`src/rtl/ula_sequenciador_pkg.sv`:
```
// ula_pkg: shared definitions for the ULA operand/control stage.
//   - FUNC_* : ULA function codes driven on ula_func
//   - state_t: sequencer FSM encoding (IDLE=0, EXEC=1, WB=2)
//   - is_arith(): true for the codes whose result can carry signed overflow
package ula_pkg;

  localparam logic [2:0] FUNC_ADD   = 3'b000;
  localparam logic [2:0] FUNC_SUB   = 3'b001;
  localparam logic [2:0] FUNC_AND   = 3'b010;
  localparam logic [2:0] FUNC_OR    = 3'b011;
  localparam logic [2:0] FUNC_XNOR  = 3'b100;
  localparam logic [2:0] FUNC_NOTA  = 3'b101;
  localparam logic [2:0] FUNC_PASSA = 3'b110;
  localparam logic [2:0] FUNC_NOTB  = 3'b111;

  typedef enum logic [1:0] {
    IDLE = 2'd0,
    EXEC = 2'd1,
    WB   = 2'd2
  } state_t;

  function automatic logic is_arith(input logic [2:0] func);
    return (func == FUNC_ADD) || (func == FUNC_SUB);
  endfunction

endpackage

```
`src/rtl/ula_sequenciador_if.sv`:
```
// Request bus of the ULA sequencer (valid/ready handshake).
//   master: requester drives req_valid/req_load/req_func/req_rd/req_rs1/req_rs2/req_imm,
//           samples req_ready
//   slave : sequencer side
interface ula_sequenciador_if #(
  parameter int DATA_W = 32,
  parameter int ADDR_W = 3
);
  logic              req_valid;
  logic              req_ready;
  logic              req_load;
  logic [2:0]        req_func;
  logic [ADDR_W-1:0] req_rd;
  logic [ADDR_W-1:0] req_rs1;
  logic [ADDR_W-1:0] req_rs2;
  logic [DATA_W-1:0] req_imm;

  modport master (
    output req_valid, req_load, req_func, req_rd, req_rs1, req_rs2, req_imm,
    input  req_ready
  );

  modport slave (
    input  req_valid, req_load, req_func, req_rd, req_rs1, req_rs2, req_imm,
    output req_ready
  );
endinterface

```
`src/rtl/ula_sequenciador_banco_registradores.sv`:
```
// banco_registradores: NREGS x DATA_W register file.
//   clk, rst_n : clock, synchronous active-low clear of every register
//   ra1/rd1, ra2/rd2 : two combinational read ports
//   we, wa, wd : synchronous write port
// Register 0 always reads zero and ignores writes.
module banco_registradores #(
  parameter int DATA_W = 32,
  parameter int NREGS  = 8,
  parameter int ADDR_W = $clog2(NREGS)
) (
  input  logic              clk,
  input  logic              rst_n,
  input  logic [ADDR_W-1:0] ra1,
  input  logic [ADDR_W-1:0] ra2,
  output logic [DATA_W-1:0] rd1,
  output logic [DATA_W-1:0] rd2,
  input  logic              we,
  input  logic [ADDR_W-1:0] wa,
  input  logic [DATA_W-1:0] wd
);

  logic [DATA_W-1:0] regs [NREGS];

  always_ff @(posedge clk) begin
    if (!rst_n) begin
      for (int i = 0; i < NREGS; i++) regs[i] <= '0;
    end else if (we && (wa != '0)) begin
      regs[wa] <= wd;
    end
  end

  assign rd1 = (ra1 == '0) ? '0 : regs[ra1];
  assign rd2 = (ra2 == '0) ? '0 : regs[ra2];

endmodule

```
`src/rtl/ula_sequenciador.sv`:
```
// ula_sequenciador: operand/control stage in front of a combinational 32-bit ULA.
//   clk, rst_n        : clock, synchronous active-low reset
//   req (slave)       : one request at a time; req_ready is high only in IDLE
//   ula_A/ula_B/func  : registered operands/function to the ULA, change only on op acceptance
//   ula_R, ula_pinV   : ULA result and signed-overflow flag, captured at the end of EXEC
//   done              : one-cycle pulse on write-back completion
//   res_out, flag_Z/N/V : last written value and its flags, held until the next write-back
// Optional build macro ULA_STATS_EN adds saturating op_count/ovf_count outputs.
module ula_sequenciador
  import ula_pkg::*;
#(
  parameter int DATA_W = 32,
  parameter int NREGS  = 8
) (
  input  logic              clk,
  input  logic              rst_n,
  ula_sequenciador_if.slave req,
  output logic [DATA_W-1:0] ula_A,
  output logic [DATA_W-1:0] ula_B,
  output logic [2:0]        ula_func,
  input  logic [DATA_W-1:0] ula_R,
  input  logic              ula_pinV,
  output logic              done,
  output logic [DATA_W-1:0] res_out,
  output logic              flag_Z,
  output logic              flag_N,
  output logic              flag_V
`ifdef ULA_STATS_EN
  ,
  output logic [15:0]       op_count,
  output logic [15:0]       ovf_count
`endif
);

  localparam int ADDR_W = $clog2(NREGS);

  state_t state, state_next;

  logic [ADDR_W-1:0] rd_p0;
  logic              load_p0;
  logic [DATA_W-1:0] result_p1;
  logic              pinv_p1;
  logic [DATA_W-1:0] rd1, rd2;
  logic              v_wb;

  banco_registradores #(
    .DATA_W (DATA_W),
    .NREGS  (NREGS),
    .ADDR_W (ADDR_W)
  ) u_banco (
    .clk   (clk),
    .rst_n (rst_n),
    .ra1   (req.req_rs1),
    .ra2   (req.req_rs2),
    .rd1   (rd1),
    .rd2   (rd2),
    .we    (state == WB),
    .wa    (rd_p0),
    .wd    (result_p1)
  );

  // Overflow is only meaningful for ADD/SUB; loads never report it.
  assign v_wb = !load_p0 && is_arith(ula_func) && pinv_p1;

  always_comb begin
    state_next    = state;
    req.req_ready = 1'b0;
    case (state)
      IDLE: begin
        req.req_ready = 1'b1;
        if (req.req_valid) state_next = req.req_load ? WB : EXEC;
      end
      EXEC:    state_next = WB;
      WB:      state_next = IDLE;
      default: state_next = IDLE;
    endcase
  end

  always_ff @(posedge clk) begin
    if (!rst_n) begin
      state     <= IDLE;
      ula_A     <= '0;
      ula_B     <= '0;
      ula_func  <= '0;
      rd_p0     <= '0;
      load_p0   <= 1'b0;
      result_p1 <= '0;
      pinv_p1   <= 1'b0;
      done      <= 1'b0;
      res_out   <= '0;
      flag_Z    <= 1'b0;
      flag_N    <= 1'b0;
      flag_V    <= 1'b0;
    end else begin
      state <= state_next;
      done  <= 1'b0;
      case (state)
        // p0: request capture
        IDLE: begin
          if (req.req_valid) begin
            rd_p0   <= req.req_rd;
            load_p0 <= req.req_load;
            if (req.req_load) begin
              result_p1 <= req.req_imm;
            end else begin
              ula_A    <= rd1;
              ula_B    <= rd2;
              ula_func <= req.req_func;
            end
          end
        end
        // p1: ULA result capture
        EXEC: begin
          result_p1 <= ula_R;
          pinv_p1   <= ula_pinV;
        end
        // p2: write-back; the register file write lands on this same edge
        WB: begin
          res_out <= result_p1;
          flag_Z  <= (result_p1 == '0);
          flag_N  <= result_p1[DATA_W-1];
          flag_V  <= v_wb;
          done    <= 1'b1;
        end
        default: ;
      endcase
    end
  end

`ifdef ULA_STATS_EN
  always_ff @(posedge clk) begin
    if (!rst_n) begin
      op_count  <= '0;
      ovf_count <= '0;
    end else if (state == WB) begin
      if (op_count != 16'hFFFF) op_count <= op_count + 16'd1;
      if (v_wb && (ovf_count != 16'hFFFF)) ovf_count <= ovf_count + 16'd1;
    end
  end
`endif

endmodule

```
`src/flat_wrapper.sv`:
```
// flat-port wrapper written by rule: the top's interface ports become plain ports
module ula_sequenciador_flat import ula_pkg::*;
#(
  parameter int DATA_W = 32,
  parameter int NREGS  = 8
)
  (clk, rst_n, ula_A, ula_B, ula_func, ula_R, ula_pinV, done, res_out, flag_Z, flag_N, flag_V, req_req_valid, req_req_load, req_req_func, req_req_rd, req_req_rs1, req_req_rs2, req_req_imm, req_req_ready);
  ula_sequenciador_if #(.DATA_W(DATA_W), .ADDR_W(3)) req_i ();
  input  logic clk;
  input  logic rst_n;
  output logic [DATA_W-1:0] ula_A;
  output logic [DATA_W-1:0] ula_B;
  output logic [2:0] ula_func;
  input  logic [DATA_W-1:0] ula_R;
  input  logic ula_pinV;
  output logic done;
  output logic [DATA_W-1:0] res_out;
  output logic flag_Z;
  output logic flag_N;
  output logic flag_V;
  input wire logic [$bits(req_i.req_valid)-1:0] req_req_valid;
  input wire logic [$bits(req_i.req_load)-1:0] req_req_load;
  input wire logic [$bits(req_i.req_func)-1:0] req_req_func;
  input wire logic [$bits(req_i.req_rd)-1:0] req_req_rd;
  input wire logic [$bits(req_i.req_rs1)-1:0] req_req_rs1;
  input wire logic [$bits(req_i.req_rs2)-1:0] req_req_rs2;
  input wire logic [$bits(req_i.req_imm)-1:0] req_req_imm;
  output wire logic [$bits(req_i.req_ready)-1:0] req_req_ready;
  assign req_i.req_valid = req_req_valid;
  assign req_i.req_load = req_req_load;
  assign req_i.req_func = req_req_func;
  assign req_i.req_rd = req_req_rd;
  assign req_i.req_rs1 = req_req_rs1;
  assign req_i.req_rs2 = req_req_rs2;
  assign req_i.req_imm = req_req_imm;
  assign req_req_ready = req_i.req_ready;
  ula_sequenciador #(.DATA_W(DATA_W), .NREGS(NREGS)) u_core (.clk(clk), .rst_n(rst_n), .req(req_i), .ula_A(ula_A), .ula_B(ula_B), .ula_func(ula_func), .ula_R(ula_R), .ula_pinV(ula_pinV), .done(done), .res_out(res_out), .flag_Z(flag_Z), .flag_N(flag_N), .flag_V(flag_V));
endmodule
```
`config.mk`:
```
export PLATFORM = sky130hd
export DESIGN_NAME = ula_sequenciador_flat
export DESIGN_NICKNAME = d
export VERILOG_FILES = /design/src/rtl/ula_sequenciador_pkg.sv /design/src/rtl/ula_sequenciador_if.sv /design/src/rtl/ula_sequenciador_banco_registradores.sv /design/src/rtl/ula_sequenciador.sv /design/src/flat_wrapper.sv
export SDC_FILE = /design/constraint.sdc
export NUM_CORES = 1
export LEC_CHECK = 0
export ABC_AREA = 1
export BUFFER_PORTS_ARGS = -buffer_cell sky130_fd_sc_hd__clkbuf_2
export CAP_MARGIN = 15
export CORE_ASPECT_RATIO = 0.8
export CORE_MARGIN = 3
export CORE_UTILIZATION = 31
export CTS_BUF_LIST = sky130_fd_sc_hd__clkbuf_8
export DETAILED_ROUTE_END_ITERATION = 8
export REMOVE_ABC_BUFFERS = 1
export SETUP_SLACK_MARGIN = 0.15
export SYNTH_ARGS = -nofsm -noshare
export SYNTH_HDL_FRONTEND = slang
export SYNTH_HIERARCHICAL = 1
export SYNTH_SLANG_ARGS = --single-unit
export TNS_END_PERCENT = 20
```
`constraint.sdc`:
```
create_clock -name clk -period 2.7 [get_ports clk]
set_input_delay 0.54 -clock clk [delete_from_list [all_inputs] [get_ports clk]]
set_output_delay 0.54 -clock clk [all_outputs]
set_load 0.01 [all_outputs]
```
; Yosys cells after proc, flatten, opt, wreduce, memory -nomap -nowiden
; Memories as Yosys holds them, arrays and structs flattened.
; Cells that the tools add are included.
[word_totals]
ff_bits = 142
ramBits = 256
in_bits = 81
out_inout_bits = 104
word_cells = 53
memories = 1
[op_classes]
n_eq_ne = 5
n_mux = 17
bitwise_logic = 1
reduce_logical = 16
[memory_table]
columns = name, depth, width, read_ports, rd_ports_with_merged_regs, write_ports, line_no
row1 = u_core.u_banco.regs, 8, 32, 2, 0, 8, ula_sequenciador_banco_registradores.sv:22  ; logic [DATA_W-1:0] regs [NREGS];
[op_table]
columns = op, n
row1 = two-way mux 32 bit, 5
row2 = case mux 32 bit (2 select lines), 1
row3 = logical NOT 32 bit, 1
row4 = OR reduction 32 bit, 1
row5 = logical NOT 3 bit, 3
row6 = two-way mux 1 bit, 7
row7 = AND reduction 3 bit, 2
row8 = two-way mux 2 bit, 2
row9 = != test 2 bit (second input constant), 2
row10 = case mux 2 bit (2 select lines), 1
row11 = equality test 3 x 1 -> 1 bit (second input constant), 1
row12 = logical AND 1 bit, 3
row13 = two-way mux 3 bit, 1
row14 = nonzero test 3 bit, 1
row15 = equality test 2 x 1 -> 1 bit (second input constant), 1
row16 = equality test 2 bit (second input constant), 1
row17 = logical NOT 2 bit, 1
row18 = AND reduction 2 bit, 1
row19 = nonzero test 2 bit, 1
row20 = logical NOT 1 bit, 1
row21 = logical OR 1 bit, 1
row22 = NOT 1 bit, 1

; Longest topological paths before layout
[logic_depth]
ltp_word = 7
depth_mapped = 10
depth_no_buf = 8

; Hierarchy
; The synthesis kept the hierarchy.
[by_module_without_submodules]
columns = mod, instances, cells_each, area_each_um2, seq_area_each_um2
row1 = banco_registradores, 1, 1922, 14739.1, 7687.4
row2 = ula_sequenciador, 1, 678, 5177.5, 2822.7

; Worst setup path after synthesis
; Ideal clock, no wire load.
[synth_path]
path_kind = register to register
from = reg u_core.state[1]
to = mem u_core.u_banco.regs[5][0], enable pin
setup_ns = 0.389
t_arrival_ns = 2.074
t_required_ns = 2.311
slack_ns = 0.236
stages_incl_launch_ff = 10
path_buffers = 3
cell_sequence = dfxtp_1 -> inv_1 -> nor2_1 -> buf_2 -> buf_2 -> nand2_2 -> nor2_4 -> nand3_2 -> buf_2 -> nand2_1
[synth_lines]
columns = element, line_no
row1 = "start, declared", ula_sequenciador.sv:37  ; state_t state, state_next;
row2 = "start signal, assigned", ula_sequenciador.sv:95  ; state <= state_next;
row3 = "end, declared", ula_sequenciador_banco_registradores.sv:22

; Worst setup path after layout
[layout_path]
from = reg u_core.state[1]
to = reg u_core.result_p1[21]
[layout_via]
elab_chain_cells = 3
elab_cells_between_ends = 7
[layout_lines]
columns = element, line_no
row1 = equality test 2 x 1 -> 1 bit / logical NOT 2 bit (equally long branches), ula_sequenciador.sv:97  ; case (state)
row2 = nonzero test 2 bit (no line) / != test 2 bit (equally long branches), -
row3 = AND reduction 3 bit (no line), -
row4 = "end signal, assigned", ula_sequenciador.sv:104  ; result_p1 <= req.req_imm;
row5 = "end signal, assigned", ula_sequenciador.sv:114  ; result_p1 <= ula_R;
row6 = "end, declared", ula_sequenciador.sv:41  ; logic [DATA_W-1:0] result_p1;
; Several ways; a longest one is shown, not always the timed one.
; A chain may end at the register's enable or synchronous reset.

==> out/metrics.yaml <==
timing:
  min_period_ps: 2010
  min_period_over_period: 0.744
  skew_ps: 25.0
  fmax_mhz: 498
  max_slew.worst_pin.slew_ps: 679
  rsz0062_at_grt: "no"
  slew_viol_final: 0
  slew_headroom: 0.548
  hold_viol: 0
  worst_slack_ps: 691
  setup_viol: 0
floorplan:
  pin_count: 185
  die_h_microns: 233
  num_rows: 82
  die_area_sq_um: 67300
  initial_core_util: 0.316
  coreArea_sq_um: 63100
  die_w_microns: 289
detailed_routing:
  routed_wl_mm: 69.4
  drt_first_pass_iters: 5
  ant_nets: 0
  drt-wirelength-per-cell_microns: 18.9
  dr_wl_met3_mm: 7.89
  route.detailed.drc: 0
  routed.top_layer: "met5"
  drtIter0Drc: 1825
  viasPerCell: 4.85
  vias: 17767
  wl_met2_mm: 28.0
  met1_length_mm: 31.7
power_and_ir_drop:
  power.combinational.fraction: 0.132
  p_int_uw: 9920
  clkPwrFrac: 0.370
  switching_share: 0.289
  p_leak_uw: 0.0109
  ir_worst_vdd_mv: 0.266
  p_sw_uw: 4030
  sequentialPowerShare: 0.498
  power.density_nw_per_um2: 604
place:
  post-dp-hpwl_mm: 40.6
  place_area_sq_um: 21800
  place_congestion: 0.817
  pre_cts_slack_ps: 577
  place.port_buffers: 184
cells_and_area:
  mostFrequentLayoutCell: "nand2_1"
  final_cell_mix: "832 x nand2_1, 397 x nor2_1, 335 x inv_1, 280 x nand3_1, 256 x edfxtp_1"
  num-nets-final: 2851
  drive_above_1_share: 0.122
  area_growth_pct: 15.9
  fin_util: 0.366
  post-route-cell-area_sq_um: 23100
setup_path:
  worstReg2RegStart: "u_core/state[1]"
  arrival_ps: 2500
  slowest_stage: "clkinv_1"
  reg2reg_slack_ps: 690
  r2r_end: "u_core/result_p1[21]"
  r2r.worst_path.cells: 6
  critPathKind: "flip-flop to flip-flop"
  start_kind: "flip-flop"
  path_max_fanout: 16
  crit_buf_inv: 3
  cp_data_required_time_ps: 3190
  path_cells: "inv_1 -> nand2_2 -> clkinv_1 -> buf_4 -> nand2_1 -> a31oi_1"
  startpoint: "u_core/state[1]"
  max_stage_delay_ps: 510
  cp-end-kind: "flip-flop"
  cpLargestDelayFamily: "buffers and inverters"
clocking:
  hold_buffers: 0
  cts.sinks: 397
  clk_latency_ps: 630
  post_cts_buffers: 0
  h-tree-depth: 3
  cts_tree: "built"
  post_cts_resized: 0
  clk_path_buf_depth: 3
  clk_pin_slew_worst_paths_ps: 60
  clockRootBuffer: "clkbuf_8"
  cts_made_buffers: 70
global_routing:
  grt_pass1_wl_mm: 103
  antenna_found_initial: 1
  grt.overflow.total: 0
  grtUsageTotal: 0.204
  grt_pass1_vias: 16693
  grt_start_max_net_pins: 130
min_path:
  min-delay-start: "req_req_func[0]"
  worst_hold_path.num_cells: 3
  hold_path_end: "u_core/ula_func[0]"
  hold_path.class: "input pin to flip-flop"
synth:
  syn_avg_cell_area_sq_um: 7.66
  syn_area_sq_um: 19900
  ys_ff_latch: 397
  synthCells: 2600
  yosysWarnings: 6
  yosysUniqueCellTypes: 26
  ys_seq_area_frac: 0.528
run:
  maxCapViolations: 0
run_status:
  status: "finished clean"
-- worst max path at each step --
stage,to,cells past startpoint
2_1_floorplan,u_core/u_banco/regs[4][0],6
3_3_place_gp,u_core/ula_A[17],7
3_5_place_dp,u_core/ula_A[17],7
4_1_cts,u_core/result_p1[21],6
5_1_grt,u_core/result_p1[21],6
6_report,u_core/result_p1[21],6
-- power groups by stage --
stage          clock network [uW]  logic [uW]  registers [uW]
4_1_cts                      5310        1820            6950
6_report                     5170        1840            6950
3_3_place_gp                    0        1810            7070
2_1_floorplan                   0         912            7040
3_5_place_dp                    0        1810            7070
5_1_grt                      5590        2030            6980
-- per-layer routing --
| layer | GRT usage | vias up |
|---|---|---|
| met4 | 0.0617 | 2 |
| met2 | 0.289 | 891 |
| met3 | 0.0613 | 131 |
| met1 | 0.296 | 8155 |
| li1 | - | 8588 |
| met5 | 0 | - |
-- sequential cells by signal, summed over array words and instances (netlist names), 2 cells and up --
signal	flops
u_core/u_banco/regs	256
u_core/ula_A	32
u_core/result_p1	32
u_core/state	2
u_core/res_out	32
u_core/ula_B	32
u_core/rd_p0	3
u_core/ula_func	3
-- worst reg2reg max path: cells and delay by family (launching register included) --
kind                   cells  cell delay (ps)
AOI/OAI and AO/OA          1               90
buffers and inverters      3             1040
DFF                        1              340
and+or+nand+nor            2              400
-- area by class of cell --
| type | count | area, sq um |
|---|---|---|
| clock buffers | 78 | 1070 |
| flip-flops and latches | 397 | 10500 |
| diodes | 1 | 2.50 |
| multi-input cells | 1755 | 7540 |
| clock inverters | 48 | 184 |
| repair buffers | 239 | 1570 |
| inverters | 307 | 1150 |
| well taps | 840 | 1050 |
| fillers | 6575 | 40000 |
-- cells in the mapped netlist --
library cell / number / area (sq um)
dfxtp_1: 141 / 2820
inv_2: 5 / 18.8
nor2_1: 398 / 1490
a31oi_1: 32 / 200
buf_6: 4 / 45.0
o21ai_1: 7 / 35.0
nand2_2: 5 / 31.3
a21oi_1: 5 / 25.0
nor2_4: 2 / 22.5
buf_2: 120 / 601
o211ai_1: 88 / 661
inv_1: 302 / 1130
nand4_2: 3 / 37.5
nor2_2: 1 / 6.26
nand3_2: 4 / 40.0
edfxtp_1: 256 / 7690
nand2_1: 832 / 3120
clkbuf_1: 26 / 97.6
o21ai_0: 60 / 300
nand4_1: 3 / 18.8
conb_1: 1 / 3.75
nor3_1: 2 / 10.0
buf_1: 19 / 71.3
buf_4: 3 / 22.5
a211oi_1: 1 / 7.51
nand3_1: 280 / 1400
-- cell families after synthesis --
kind of cell           Yosys count  share of synthesized area
buffers and inverters          479                     0.0999
other                            1                   0.000188
AND/OR/NAND/NOR               1530                      0.311
AO/OA/AOI/OAI                  193                     0.0617
flip-flops                     397                      0.528
-- stage by stage --
step | hold slack [ps] | setup TNS [ps] | total power [uW] | std cells
finish | 120 | 0 | 14000 | 3665
CTS | 70.8 | 0 | 14100 | 3664
global placement | 458 | 0 | 8880 | 3538
global route | 108 | 0 | 14600 | 3664
detailed placement | 460 | 0 | 8890 | 3538
floorplan | 443 | -153410 | 7950 | 2459
No activity file was read; power rests on OpenSTA's default activity.
